### src/rtl/route_cntrl.sv
// route_cntrl: waypoint route sequencer.
// Commands (STOP/GO/APPEND/RESUME) manage a circular queue of 6-bit waypoint
// IDs. While in transit, a barcode ID that matches the head waypoint pops it;
// the vehicle then dwells for DWELL cycles, or goes idle if that was the last
// waypoint. A buzzer toggles every BUZZ_HALF cycles while blocked in transit.
//
// Ports:
//   clk, rst              clock, synchronous active-high reset
//   cmd[7:0], cmd_rdy     command ([7:6] opcode, [5:0] dest) and its valid
//   clr_cmd_rdy           combinational consume of cmd
//   ID[7:0], ID_vld       barcode ID and its valid
//   clr_ID_vld            combinational consume of ID
//   OK2Move               path clear
//   go                    motion enable (TRANSIT and OK2Move)
//   in_transit            registered, route active
//   buzz, buzz_n          complementary obstacle buzzer
//   q_cnt, q_full         queue occupancy
//   err                   one-cycle pulse on a dropped append
module route_cntrl #(
    parameter int DEPTH     = 4,
    parameter int DWELL     = 1000,
    parameter int BUZZ_HALF = 12500
) (
    input  logic                       clk,
    input  logic                       rst,
    input  logic [7:0]                 cmd,
    input  logic                       cmd_rdy,
    output logic                       clr_cmd_rdy,
    input  logic [7:0]                 ID,
    input  logic                       ID_vld,
    output logic                       clr_ID_vld,
    input  logic                       OK2Move,
    output logic                       go,
    output logic                       in_transit,
    output logic                       buzz,
    output logic                       buzz_n,
    output logic [$clog2(DEPTH+1)-1:0] q_cnt,
    output logic                       q_full,
    output logic                       err
);

    localparam int CW  = $clog2(DEPTH + 1);
    localparam int PW  = $clog2(DEPTH);
    localparam int DCW = $clog2(DWELL + 1);
    localparam int BCW = $clog2(BUZZ_HALF + 1);

    localparam logic [PW-1:0]  PTR_LAST   = PW'(DEPTH - 1);
    localparam logic [CW-1:0]  CNT_FULL   = CW'(DEPTH);
    localparam logic [CW-1:0]  CNT_ONE    = CW'(1);
    localparam logic [DCW-1:0] DWELL_LAST = DCW'(DWELL - 1);
    localparam logic [BCW-1:0] BUZZ_LAST  = BCW'(BUZZ_HALF - 1);

    localparam logic [1:0] OP_STOP   = 2'b00;
    localparam logic [1:0] OP_GO     = 2'b01;
    localparam logic [1:0] OP_APPEND = 2'b10;
    localparam logic [1:0] OP_RESUME = 2'b11;

    typedef enum logic [1:0] {
        S_IDLE    = 2'd0,
        S_TRANSIT = 2'd1,
        S_DWELL   = 2'd2
    } state_t;

    state_t         state_q, state_d;
    logic [5:0]     mem_q [DEPTH];
    logic [5:0]     mem_d [DEPTH];
    logic [PW-1:0]  head_q, head_d;
    logic [PW-1:0]  tail_q, tail_d;
    logic [CW-1:0]  cnt_q, cnt_d;
    logic [DCW-1:0] dwell_cnt_q, dwell_cnt_d;
    logic [BCW-1:0] buzz_cnt_q, buzz_cnt_d;
    logic           buzz_q, buzz_d;
    logic           err_q, err_d;
    logic           in_transit_q, in_transit_d;
    logic           id_match;

    function automatic logic [PW-1:0] ptr_inc(input logic [PW-1:0] p);
        return (p == PTR_LAST) ? '0 : p + 1'b1;
    endfunction

    always_comb begin
        state_d      = state_q;
        mem_d        = mem_q;
        head_d       = head_q;
        tail_d       = tail_q;
        cnt_d        = cnt_q;
        dwell_cnt_d  = dwell_cnt_q;
        buzz_cnt_d   = buzz_cnt_q;
        buzz_d       = buzz_q;
        err_d        = 1'b0;

        // A pending command blocks ID consumption so the ID is seen later.
        clr_cmd_rdy = cmd_rdy;
        clr_ID_vld  = ID_vld && !cmd_rdy;
        id_match    = (ID[7:6] == 2'b00) && (ID[5:0] == mem_q[head_q]);

        // Dwell keeps running under APPEND/RESUME; GO/STOP override below.
        if (state_q == S_DWELL) begin
            if (dwell_cnt_q == DWELL_LAST) begin
                state_d     = S_TRANSIT;
                dwell_cnt_d = '0;
            end else begin
                dwell_cnt_d = dwell_cnt_q + 1'b1;
            end
        end

        if (cmd_rdy) begin
            case (cmd[7:6])
                OP_STOP: begin
                    head_d  = '0;
                    tail_d  = '0;
                    cnt_d   = '0;
                    state_d = S_IDLE;
                end
                OP_GO: begin
                    mem_d[0] = cmd[5:0];
                    head_d   = '0;
                    tail_d   = ptr_inc('0);
                    cnt_d    = CNT_ONE;
                    state_d  = S_TRANSIT;
                end
                OP_APPEND: begin
                    if (cnt_q == CNT_FULL) begin
                        err_d = 1'b1;
                    end else begin
                        mem_d[tail_q] = cmd[5:0];
                        tail_d        = ptr_inc(tail_q);
                        cnt_d         = cnt_q + 1'b1;
                    end
                end
                OP_RESUME: begin
                    if (state_q == S_IDLE && cnt_q != '0)
                        state_d = S_TRANSIT;
                end
                default: ;
            endcase
        end else if (ID_vld && state_q == S_TRANSIT && id_match) begin
            head_d      = ptr_inc(head_q);
            cnt_d       = cnt_q - 1'b1;
            dwell_cnt_d = '0;
            state_d     = (cnt_q == CNT_ONE) ? S_IDLE : S_DWELL;
        end

        if (state_d != S_DWELL)
            dwell_cnt_d = '0;

        in_transit_d = (state_d != S_IDLE);

        if (state_q == S_TRANSIT && !OK2Move) begin
            if (buzz_cnt_q == BUZZ_LAST) begin
                buzz_cnt_d = '0;
                buzz_d     = !buzz_q;
            end else begin
                buzz_cnt_d = buzz_cnt_q + 1'b1;
            end
        end else begin
            buzz_cnt_d = '0;
            buzz_d     = 1'b0;
        end
    end

    always_ff @(posedge clk) begin
        if (rst) begin
            state_q      <= S_IDLE;
            mem_q        <= '{default: '0};
            head_q       <= '0;
            tail_q       <= '0;
            cnt_q        <= '0;
            dwell_cnt_q  <= '0;
            buzz_cnt_q   <= '0;
            buzz_q       <= 1'b0;
            err_q        <= 1'b0;
            in_transit_q <= 1'b0;
        end else begin
            state_q      <= state_d;
            mem_q        <= mem_d;
            head_q       <= head_d;
            tail_q       <= tail_d;
            cnt_q        <= cnt_d;
            dwell_cnt_q  <= dwell_cnt_d;
            buzz_cnt_q   <= buzz_cnt_d;
            buzz_q       <= buzz_d;
            err_q        <= err_d;
            in_transit_q <= in_transit_d;
        end
    end

    assign go         = (state_q == S_TRANSIT) && OK2Move;
    assign in_transit = in_transit_q;
    assign buzz       = buzz_q;
    assign buzz_n     = ~buzz_q;
    assign q_cnt      = cnt_q;
    assign q_full     = (cnt_q == CNT_FULL);
    assign err        = err_q;

endmodule

### config.mk
export PLATFORM = sky130hd
export DESIGN_NAME = route_cntrl
export DESIGN_NICKNAME = d
export VERILOG_FILES = /design/src/rtl/route_cntrl.sv
export SDC_FILE = /design/constraint.sdc
export NUM_CORES = 1
export LEC_CHECK = 0
export CAP_MARGIN = 5
export CORE_MARGIN = 8
export CORE_UTILIZATION = 51
export DETAILED_ROUTE_END_ITERATION = 12
export PLACE_DENSITY = 0.73
export SYNTH_ARGS = -nofsm -noshare
export SYNTH_HDL_FRONTEND = slang
export SYNTH_SLANG_ARGS = --single-unit
### constraint.sdc
create_clock -name clk -period 4.7 [get_ports clk]
set_input_delay 1.41 -clock clk [delete_from_list [all_inputs] [get_ports clk]]
set_output_delay 1.41 -clock clk [all_outputs]
set_load 0.005 [all_outputs]
==> results of run 1 <==
[how the worst max path moves through the flow]
stage                     cells after the start          to  slack (ns)  startpoint
final                                         3          go        0.72     OK2Move
after detailed placement                      3  clr_ID_vld        0.72     cmd_rdy
after CTS                                     3  clr_ID_vld        0.72     cmd_rdy
after global routing                          3          go        0.69     OK2Move
after global placement                        3  clr_ID_vld        0.73     cmd_rdy
after floorplan                               3  clr_ID_vld        1.20     cmd_rdy
[critical path: stages]
cell	delay, ns
clkdlybuf4s50_1	0.50
and3_1	0.16
clkdlybuf4s50_1	0.50
[registers in the layout, indices dropped and copies added, names as in the netlist, 2 cells and up]
name,cells
state_q,2
tail_q,2
dwell_cnt_q,10
q_cnt,3
buzz_cnt_q,14
head_q,2
mem_q,24
[power by group]
| part | leakage (nW) | switching (mW) | total (mW) | internal [mW] |
|---|---|---|---|---|
| clock network | 0.109 | 0.197 | 0.467 | 0.270 |
| logic | 0.657 | 0.0503 | 0.100 | 0.0498 |
| registers | 0.485 | 0.00643 | 0.522 | 0.515 |
[routing by layer]
metal	part of all wire, %	vias to the layer above
met2	48	50
met5	0	-
met3	4.7	17
met4	2.1	0
li1	-	1250
met1	45	1181
[cell families (layout without fill, tap and decap cells)]
logic type | count (synthesis) | in the layout | share of synthesized area, %
DFF | 60 | 60 | 40.1
AOI/OAI and AO/OA | 53 | 53 | 12.1
muxes | 15 | 15 | 6.72
and+or+nand+nor | 147 | 147 | 23.5
adders and majority gates | 14 | 14 | 5.84
buffers and inverters | 26 | 61 | 3.88
xor gates and xnor gates | 27 | 27 | 7.89
[cell usage after synthesis (2+ instances only)]
| cell | count | area [um^2] |
|---|---|---|
| nor2_1 | 41 | 154 |
| dfxtp_1 | 60 | 1200 |
| a211oi_1 | 3 | 22.5 |
| a21oi_1 | 26 | 130 |
| mux2i_1 | 10 | 100 |
| nor2b_1 | 3 | 18.8 |
| nand2_1 | 40 | 150 |
| nand4_1 | 6 | 37.5 |
| clkbuf_1 | 11 | 41.3 |
| inv_1 | 11 | 41.3 |
| o211ai_1 | 2 | 15.0 |
| or3_1 | 6 | 37.5 |
| or2_2 | 2 | 12.5 |
| mux4_2 | 4 | 90.1 |
| a31oi_1 | 3 | 18.8 |
| o211a_1 | 2 | 20.0 |
| o21ai_0 | 4 | 20.0 |
| o2111ai_1 | 2 | 17.5 |
| xnor2_1 | 14 | 123 |
| xor2_1 | 13 | 114 |
| nor4b_1 | 2 | 17.5 |
| nor3b_1 | 2 | 15.0 |
| ha_1 | 14 | 175 |
| nand3_1 | 26 | 130 |
| and3_1 | 3 | 18.8 |
| nor3_1 | 5 | 25.0 |
| and2_1 | 3 | 18.8 |
| buf_6 | 2 | 22.5 |
[layout by cell type, fill, tap and decap left out, types with 5 or more instances in the layout]
cell and count:
ha_1 14, inv_1 11, xnor2_1 14, clkbuf_8 11, a21oi_1 26, nor2_1 41, clkdlybuf4s50_1 31, or3_1 6
nand4_1 6, nand2_1 40, dfxtp_1 60, xor2_1 13, nand3_1 26, mux2i_1 10, nor3_1 5
[final cells by class]
class                      count  area (um^2)  area share, %
sequential                    60         1200           33.8
inverter                      11         41.3           1.16
timing repair buffer          34          333           9.37
multi-input combinational    256         1680           47.3
tap                           75         93.8           2.64
clock inverter                 5         50.0           1.41
clock buffer                  11          151           4.26
[metrics by stage]
stage | setup slack [ns] | hold WS [ns] | power [mW] | std cells
detailed placement | 0.721 | 0.441 | 0.633 | 436
global placement | 0.734 | 0.431 | 0.631 | 436
CTS | 0.718 | 0.455 | 1.10 | 452
global route | 0.687 | 0.468 | 1.14 | 452
floorplan | 1.20 | 0.418 | 0.589 | 342
finish | 0.725 | 0.448 | 1.09 | 452
==> results.toml, run 1 <==
[routing]
drc_errors = 0
wl_per_cell_um = 14.4
drt_pass1_iterations = 4
drt_iter0_drc = 163
vias_per_cell = 5.53
num_vias = 2498
antenna_left = 0
drt-total-wl_um = 6500

[die]
die_w_um = 92.7
die_y_um = 92.7
core_area_mm2 = 0.00582
die-area_mm2 = 0.00859
pin_count = 32
rows = 28
start_util_pct = 51.5

[setup_path]
cp.arrival_ns = 2.57
critPathLaunchType = "input pin"
cp.required_ns = 3.29
r2r_start = "head_q[0]"
ff2ff_path_depth = 6
critPathMaxFanout = 2
cp-end-kind = "output pin"
timing.rr.end = "q_cnt[2]"
path_class = "input pin to output pin"
reg2reg_slack_ns = 1.93

[finish]
stdcell_area_mm2 = 0.00355
antenna_cells = 0
finalNetCount = 407
drive_above_1_share_pct = 7.96
fin_util_pct = 61.1
fill_cells = 530
area_growth_pct = 18.4

[clock_network]
cts_buffers = 9
clockBufferDepth = 2
cts_tree = "built"
cts.reportedPaths.clkPinSlew_ns = 0.06
cts.sink_count = 60
htree_levels = 3
root_buffer = "clkbuf_8"
cts_hold_buf = 0
clkLatencyLatePin_ns = 0.34
postCtsResizedCells = 0
post_cts_buffers = 0

[global_routing]
grt_usage_pct = 15.9
met1_usage_pct = 18.5
overflow = 0
grt_max_degree = 35
grt_antenna_before_repair = 0
grt_pass1_vias = 2332
grt.busiest_layer = "met2"
grt_pass1_wl_um = 10800
met3_usage_pct = 6.07
met2_usage_pct = 25.9

[hold_path]
hold_path_depth = 1
hold_end = "buzz_cnt_q[0]"
hold_class = "flip-flop to flip-flop"
worstHoldStart = "buzz_cnt_q[0]"

[synth]
ys.flop_type = "dfxtp_1"
yosys_warnings = 0
synth.distinct_cells = 50
synthArstFlopShare_pct = 0
ys_seq_area_share_pct = 40.1
synth_fp_nets = 377
syn_avg_cell_area_um2 = 8.77
synthesis.area_mm2 = 0.00300
ys_ff_latch = 60
synth_edf_count = 0
syn_inst = 342

[timing]
rsz0062_at_grt = "no"
setup_viol = 0
hold_violations = 0
fin_crit_sh_pct = 84.6
maxSlewViolCount = 0
clock_skew_ns = 0.00647
tns_ns = 0
slew_headroom_pct = 51.2
fmax_mhz = 252
tightest_slew_ns = 0.728
fin_crit_ns = 3.98

[outcome]
status = "finished clean"

[placed_design]
dpl_cell_area_mm2 = 0.00335
hpwl_um = 4590
port_buffers = 31
gp_congestion = 0.857

[pwr]
p_leak_nw = 1.25
p_per_area_mw_per_mm2 = 307
ir_worst_vdd_mv = 0.204

[flow_run]
maxCapViolations = 0
Note: power is estimated with default switching activity, not from simulation.
==> run 2: changes to the inputs <==
Clock period 4.7 ns to 4.1 ns, I/O delays scaled along.
==> run 2 against run 1 <==
- first-iteration DRC count down 33%
- count of clock-buffer cells in the layout unchanged
- clock skew up 0.0053 ns
- via count up 0.32%
- wire length up 3.0%
- hold slack worse by 0.0020 ns
- worst setup slack worse by 0.25 ns
- design area about the same
- die area unchanged
- core utilization about the same
- global-route usage up 0.46 points
- critical endpoint is now clr_ID_vld
- highest routed layer unchanged
==> results.toml, run 2 (synthesis results as in run 1) <==
[die]
die-area_mm2 = 0.00859
die_y_um = 92.7
rows = 28
die_w_um = 92.7
core_area_mm2 = 0.00582
start_util_pct = 51.5
pin_count = 32

[clock_network]
htree_levels = 3
clockBufferDepth = 2
cts_tree = "built"
postCtsResizedCells = 0
cts_buffers = 9
cts_hold_buf = 0
clkLatencyLatePin_ns = 0.34
post_cts_buffers = 0
cts.reportedPaths.clkPinSlew_ns = 0.06
cts.sink_count = 60
root_buffer = "clkbuf_8"

[finish]
area_growth_pct = 18.4
regMostFlops = "mem_q"
finalNetCount = 407
stdcell_area_mm2 = 0.00355
layout_commonest_cell = "dfxtp_1"
fill_cells = 510
antenna_cells = 0
seq_area_mm2 = 0.00120
multi_input_area_mm2 = 0.00168
top_regs = "mem_q x24, buzz_cnt_q x14, dwell_cnt_q x10"
largest_register_ffs = 24
final_cell_mix = "60 x dfxtp_1, 41 x nor2_1, 40 x nand2_1"
layout.cells.non_filler = 451
drive_above_1_share_pct = 7.71

[setup_path]
critPathMaxFanout = 4
cp.arrival_ns = 2.39
cp-end-kind = "output pin"
r2r_start = "head_q[0]"
crit_path_start = "cmd_rdy"
timing.critical_path.cells = "clkdlybuf4s50_1, nor2b_1, clkdlybuf4s50_1"
cp.required_ns = 2.87
reg2reg_slack_ns = 1.39
critPathLaunchType = "input pin"
slowest_stage = "clkdlybuf4s50_1"
critPathMaxStageDelay_ns = 0.51
cpMostUsedCell = "clkdlybuf4s50_1"
path_class = "input pin to output pin"

[timing]
tns_ns = 0
clock_skew_ns = 0.0118
fin_crit_ns = 3.62
maxSlewViolCount = 0
hold_slack_ns = 0.446
hold_violations = 0
setup_viol = 0
tightest_slew_ns = 0.702
fin_crit_sh_pct = 88.3
fmax_mhz = 276
slew_headroom_pct = 52.9
rsz0062_at_grt = "no"

[pwr]
netSwitchingFraction_pct = 23.8
p_seq_share_pct = 47.6
p_leak_nw = 1.25
intPower_mw = 0.957
power.switching_mw = 0.299
p_clk_share_pct = 43.2
p_per_area_mw_per_mm2 = 354
ir_worst_vdd_mv = 0.181
combPwrFrac_pct = 9.2

[placed_design]
hpwl_um = 4590
place_inst = 436
gp_congestion = 0.847
dpl_cell_area_mm2 = 0.00335
port_buffers = 31

[global_routing]
overflow = 0
grt_usage_pct = 16.4
grt_max_degree = 34
grt_antenna_before_repair = 0
grt_pass1_wl_um = 11300
grt_pass1_vias = 2405

[routing]
vias_per_cell = 5.56
num_vias = 2506
antenna_left = 0
drc_errors = 0
wl_per_cell_um = 14.8
drt-total-wl_um = 6690
drt_pass1_iterations = 4
drt_iter0_drc = 109

[hold_path]
worstHoldStart = "buzz_cnt_q[0]"
hold_class = "flip-flop to flip-flop"

[outcome]
status = "finished clean"

[flow_run]
maxCapViolations = 0
==> run 2: critical path, delay by kind of cell <==
family                 cells  cell delay (ns)
and+or+nand+nor            1             0.15
buffers and inverters      2             1.01
==> run 2: per-stage QoR <==
stage / util (%) / total power [mW] / setup slack (ns)
finish: 61.0 / 1.26 / 0.478
global route: 61.0 / 1.30 / 0.415
CTS: 61.0 / 1.26 / 0.471
detailed placement: 57.6 / 0.725 / 0.475
global placement: 57.6 / 0.723 / 0.474
floorplan: - / 0.675 / 0.963
==> run 2: power by group through the flow <==
stage,combinational (mW),sequential (mW),clock [mW]
2_1_floorplan,0.0654,0.609,0
3_3_place_gp,0.113,0.611,0
3_5_place_dp,0.114,0.611,0
4_1_cts,0.115,0.598,0.551
5_1_grt,0.127,0.599,0.577
6_report,0.115,0.598,0.543
==> run 2: final timing paths <==
kind / cells after the start / to
worst max-delay path: 3 / clr_ID_vld
worst max register to register: 6 / q_cnt[2]
worst min register to register: 1 / buzz_cnt_q[0]
worst min-delay path: 1 / buzz_cnt_q[0]
==> run 2: per-layer routing <==
metal	up-vias	global-route usage, %	part of all wire [%]
met4	0	9.26	1.9
met5	-	0	0
li1	1250	-	-
met3	13	4.13	4.7
met2	60	27.2	50
met1	1183	18.9	44
==> run 2: cell type report <==
type	count	area share (%)
Multi-Input combinational cell	256	47.3
Timing Repair Buffer	34	9.38
Clock buffer	11	4.27
Tap cell	75	2.64
Inverter	11	1.16
Sequential cell	60	33.8
Clock inverter	4	1.37
==> run 3: changes to the inputs <==
Settings changed: CORE_MARGIN 8 to 2.
==> run 3 against run 2 <==
- hold slack improved by 0.0060 ns
- design area increased by 0.56%
- first-iteration DRC count decreased by 10%
- largest cell class unchanged
- power increased by 4.7%
- non-clock buffer count unchanged
- sequential power about the same
- worst setup slack improved by 0.020 ns
- count of clock-buffer cells in the layout decreased by 1
- critical endpoint unchanged
==> results.toml, run 3 (synthesis results as in run 1) <==
[outcome]
status = "finished clean"

[routing]
drt_iter0_drc = 98
drc_errors = 0
drt_pass1_iterations = 5
drt-total-wl_um = 6390
num_vias = 2462
vias_per_cell = 5.48
wl_per_cell_um = 14.2
antenna_left = 0

[timing]
hold_slack_ns = 0.452
tns_ns = 0
tightest_slew_ns = 0.789
fin_crit_ns = 3.60
hold_violations = 0
rsz0062_at_grt = "no"
fin_ws_ns = 0.498
fin_crit_sh_pct = 87.9
maxSlewViolCount = 0
slew_headroom_pct = 47.1
fmax_mhz = 278
clock_skew_ns = 0.0108
setup_viol = 0

[die]
pin_count = 32
rows = 27
die-area_mm2 = 0.00651
die_y_um = 80.7
core_area_mm2 = 0.00561
die_w_um = 80.7
start_util_pct = 53.5

[setup_path]
crit_path_start = "ID_vld"
r2r_start = "head_q[0]"
critPathLaunchType = "input pin"
cp.arrival_ns = 2.37
cpMostUsedCell = "clkdlybuf4s50_1"
ff2ff_path_depth = 6
crit_end = "clr_ID_vld"
path_class = "input pin to output pin"
timing.critical_path.cells = "clkdlybuf4s50_1, nor2b_1, clkdlybuf4s50_1"
cp.required_ns = 2.87
reg2reg_slack_ns = 1.42
timing.rr.end = "q_cnt[2]"
critPathMaxFanout = 2
slowest_stage = "clkdlybuf4s50_1"
critPathMaxStageDelay_ns = 0.51
cp-end-kind = "output pin"

[placed_design]
gp_congestion = 0.859
place_ws_ns = 0.493
port_buffers = 31
hpwl_um = 4420
place_inst = 433

[clock_network]
clkLatencyLatePin_ns = 0.34
root_buffer = "clkbuf_8"
cts_tree = "built"
clockBufferDepth = 2
cts.reportedPaths.clkPinSlew_ns = 0.07
postCtsResizedCells = 0
post_cts_buffers = 0
cts_buffers = 9
cts_hold_buf = 0
htree_levels = 3
cts.sink_count = 60

[pwr]
p_leak_nw = 1.25
ir_worst_vdd_mv = 0.233
p_per_area_mw_per_mm2 = 368

[flow_run]
maxCapViolations = 0

[hold_path]
hold_path_depth = 1
hold_class = "flip-flop to flip-flop"

[finish]
final_cell_mix = "60 x dfxtp_1, 41 x nor2_1, 40 x nand2_1"
fin_util_pct = 63.7
drive_above_1_share_pct = 7.96
top_regs = "mem_q x24, buzz_cnt_q x14, dwell_cnt_q x10"
largest_register_ffs = 24
area_growth_pct = 19.1
regMostFlops = "mem_q"
layout_commonest_cell = "dfxtp_1"
finalNetCount = 407
antenna_cells = 0
layout.cells.non_filler = 449

[global_routing]
grt_pass1_wl_um = 10800
grt_pass1_vias = 2355
overflow = 0
grt_max_degree = 33
grt_usage_pct = 21.7
grt_antenna_before_repair = 0
## run 3: cell count changes in the layout (fill, tap and decap cells not counted), sizes merged
cell,previous run,this run
clkinv,3,2
inv,11,12
clkbuf,11,10
bufinv,1,2
clkinvlp,0,1
## run 3: where the power goes
part | switching, mW | total, mW | leakage, nW | internal [mW]
Clock | 0.245 | 0.603 | 0.113 | 0.358
Sequential | 0.00717 | 0.598 | 0.485 | 0.591
Combinational | 0.0572 | 0.114 | 0.657 | 0.0571
## run 3: how the worst min path moves through the flow
| stage | startpoint | endpoint |
|---|---|---|
| final | buzz_cnt_q[0] | buzz_cnt_q[0] |
| after global routing | mem_q[12] | mem_q[12] |
| after CTS | mem_q[17] | mem_q[17] |
| after detailed placement | buzz_cnt_q[0] | buzz_cnt_q[0] |
| after global placement | buzz_cnt_q[0] | buzz_cnt_q[0] |
| after floorplan | buzz_cnt_q[0] | buzz_cnt_q[0] |
## run 3: area by class of cell
type | instances | area (um^2)
Inverter | 11 | 41.3
Sequential cell | 60 | 1200
Tap cell | 72 | 90.1
Fill cell | 503 | 2040
Clock buffer | 10 | 138
Timing Repair Buffer | 34 | 333
Multi-Input combinational cell | 256 | 1680
Clock inverter | 6 | 86.3
## run 3: critical path, delay by kind of cell
family | cells | cell delay [ns]
buffers and inverters | 2 | 1.01
AND/OR/NAND/NOR | 1 | 0.13
## run 3: stage by stage
stage,power (mW),area [um^2]
floorplan,0.675,3000
global placement,0.723,3350
detailed placement,0.724,3350
CTS,1.33,3570
global route,1.37,3570
finish,1.32,3570
## run 3: layer usage
layer	wire length, um	track usage [%]
met2	3030	35.3
met5	0	0
met4	82	8.64
met1	2980	27.3
met3	303	5.73
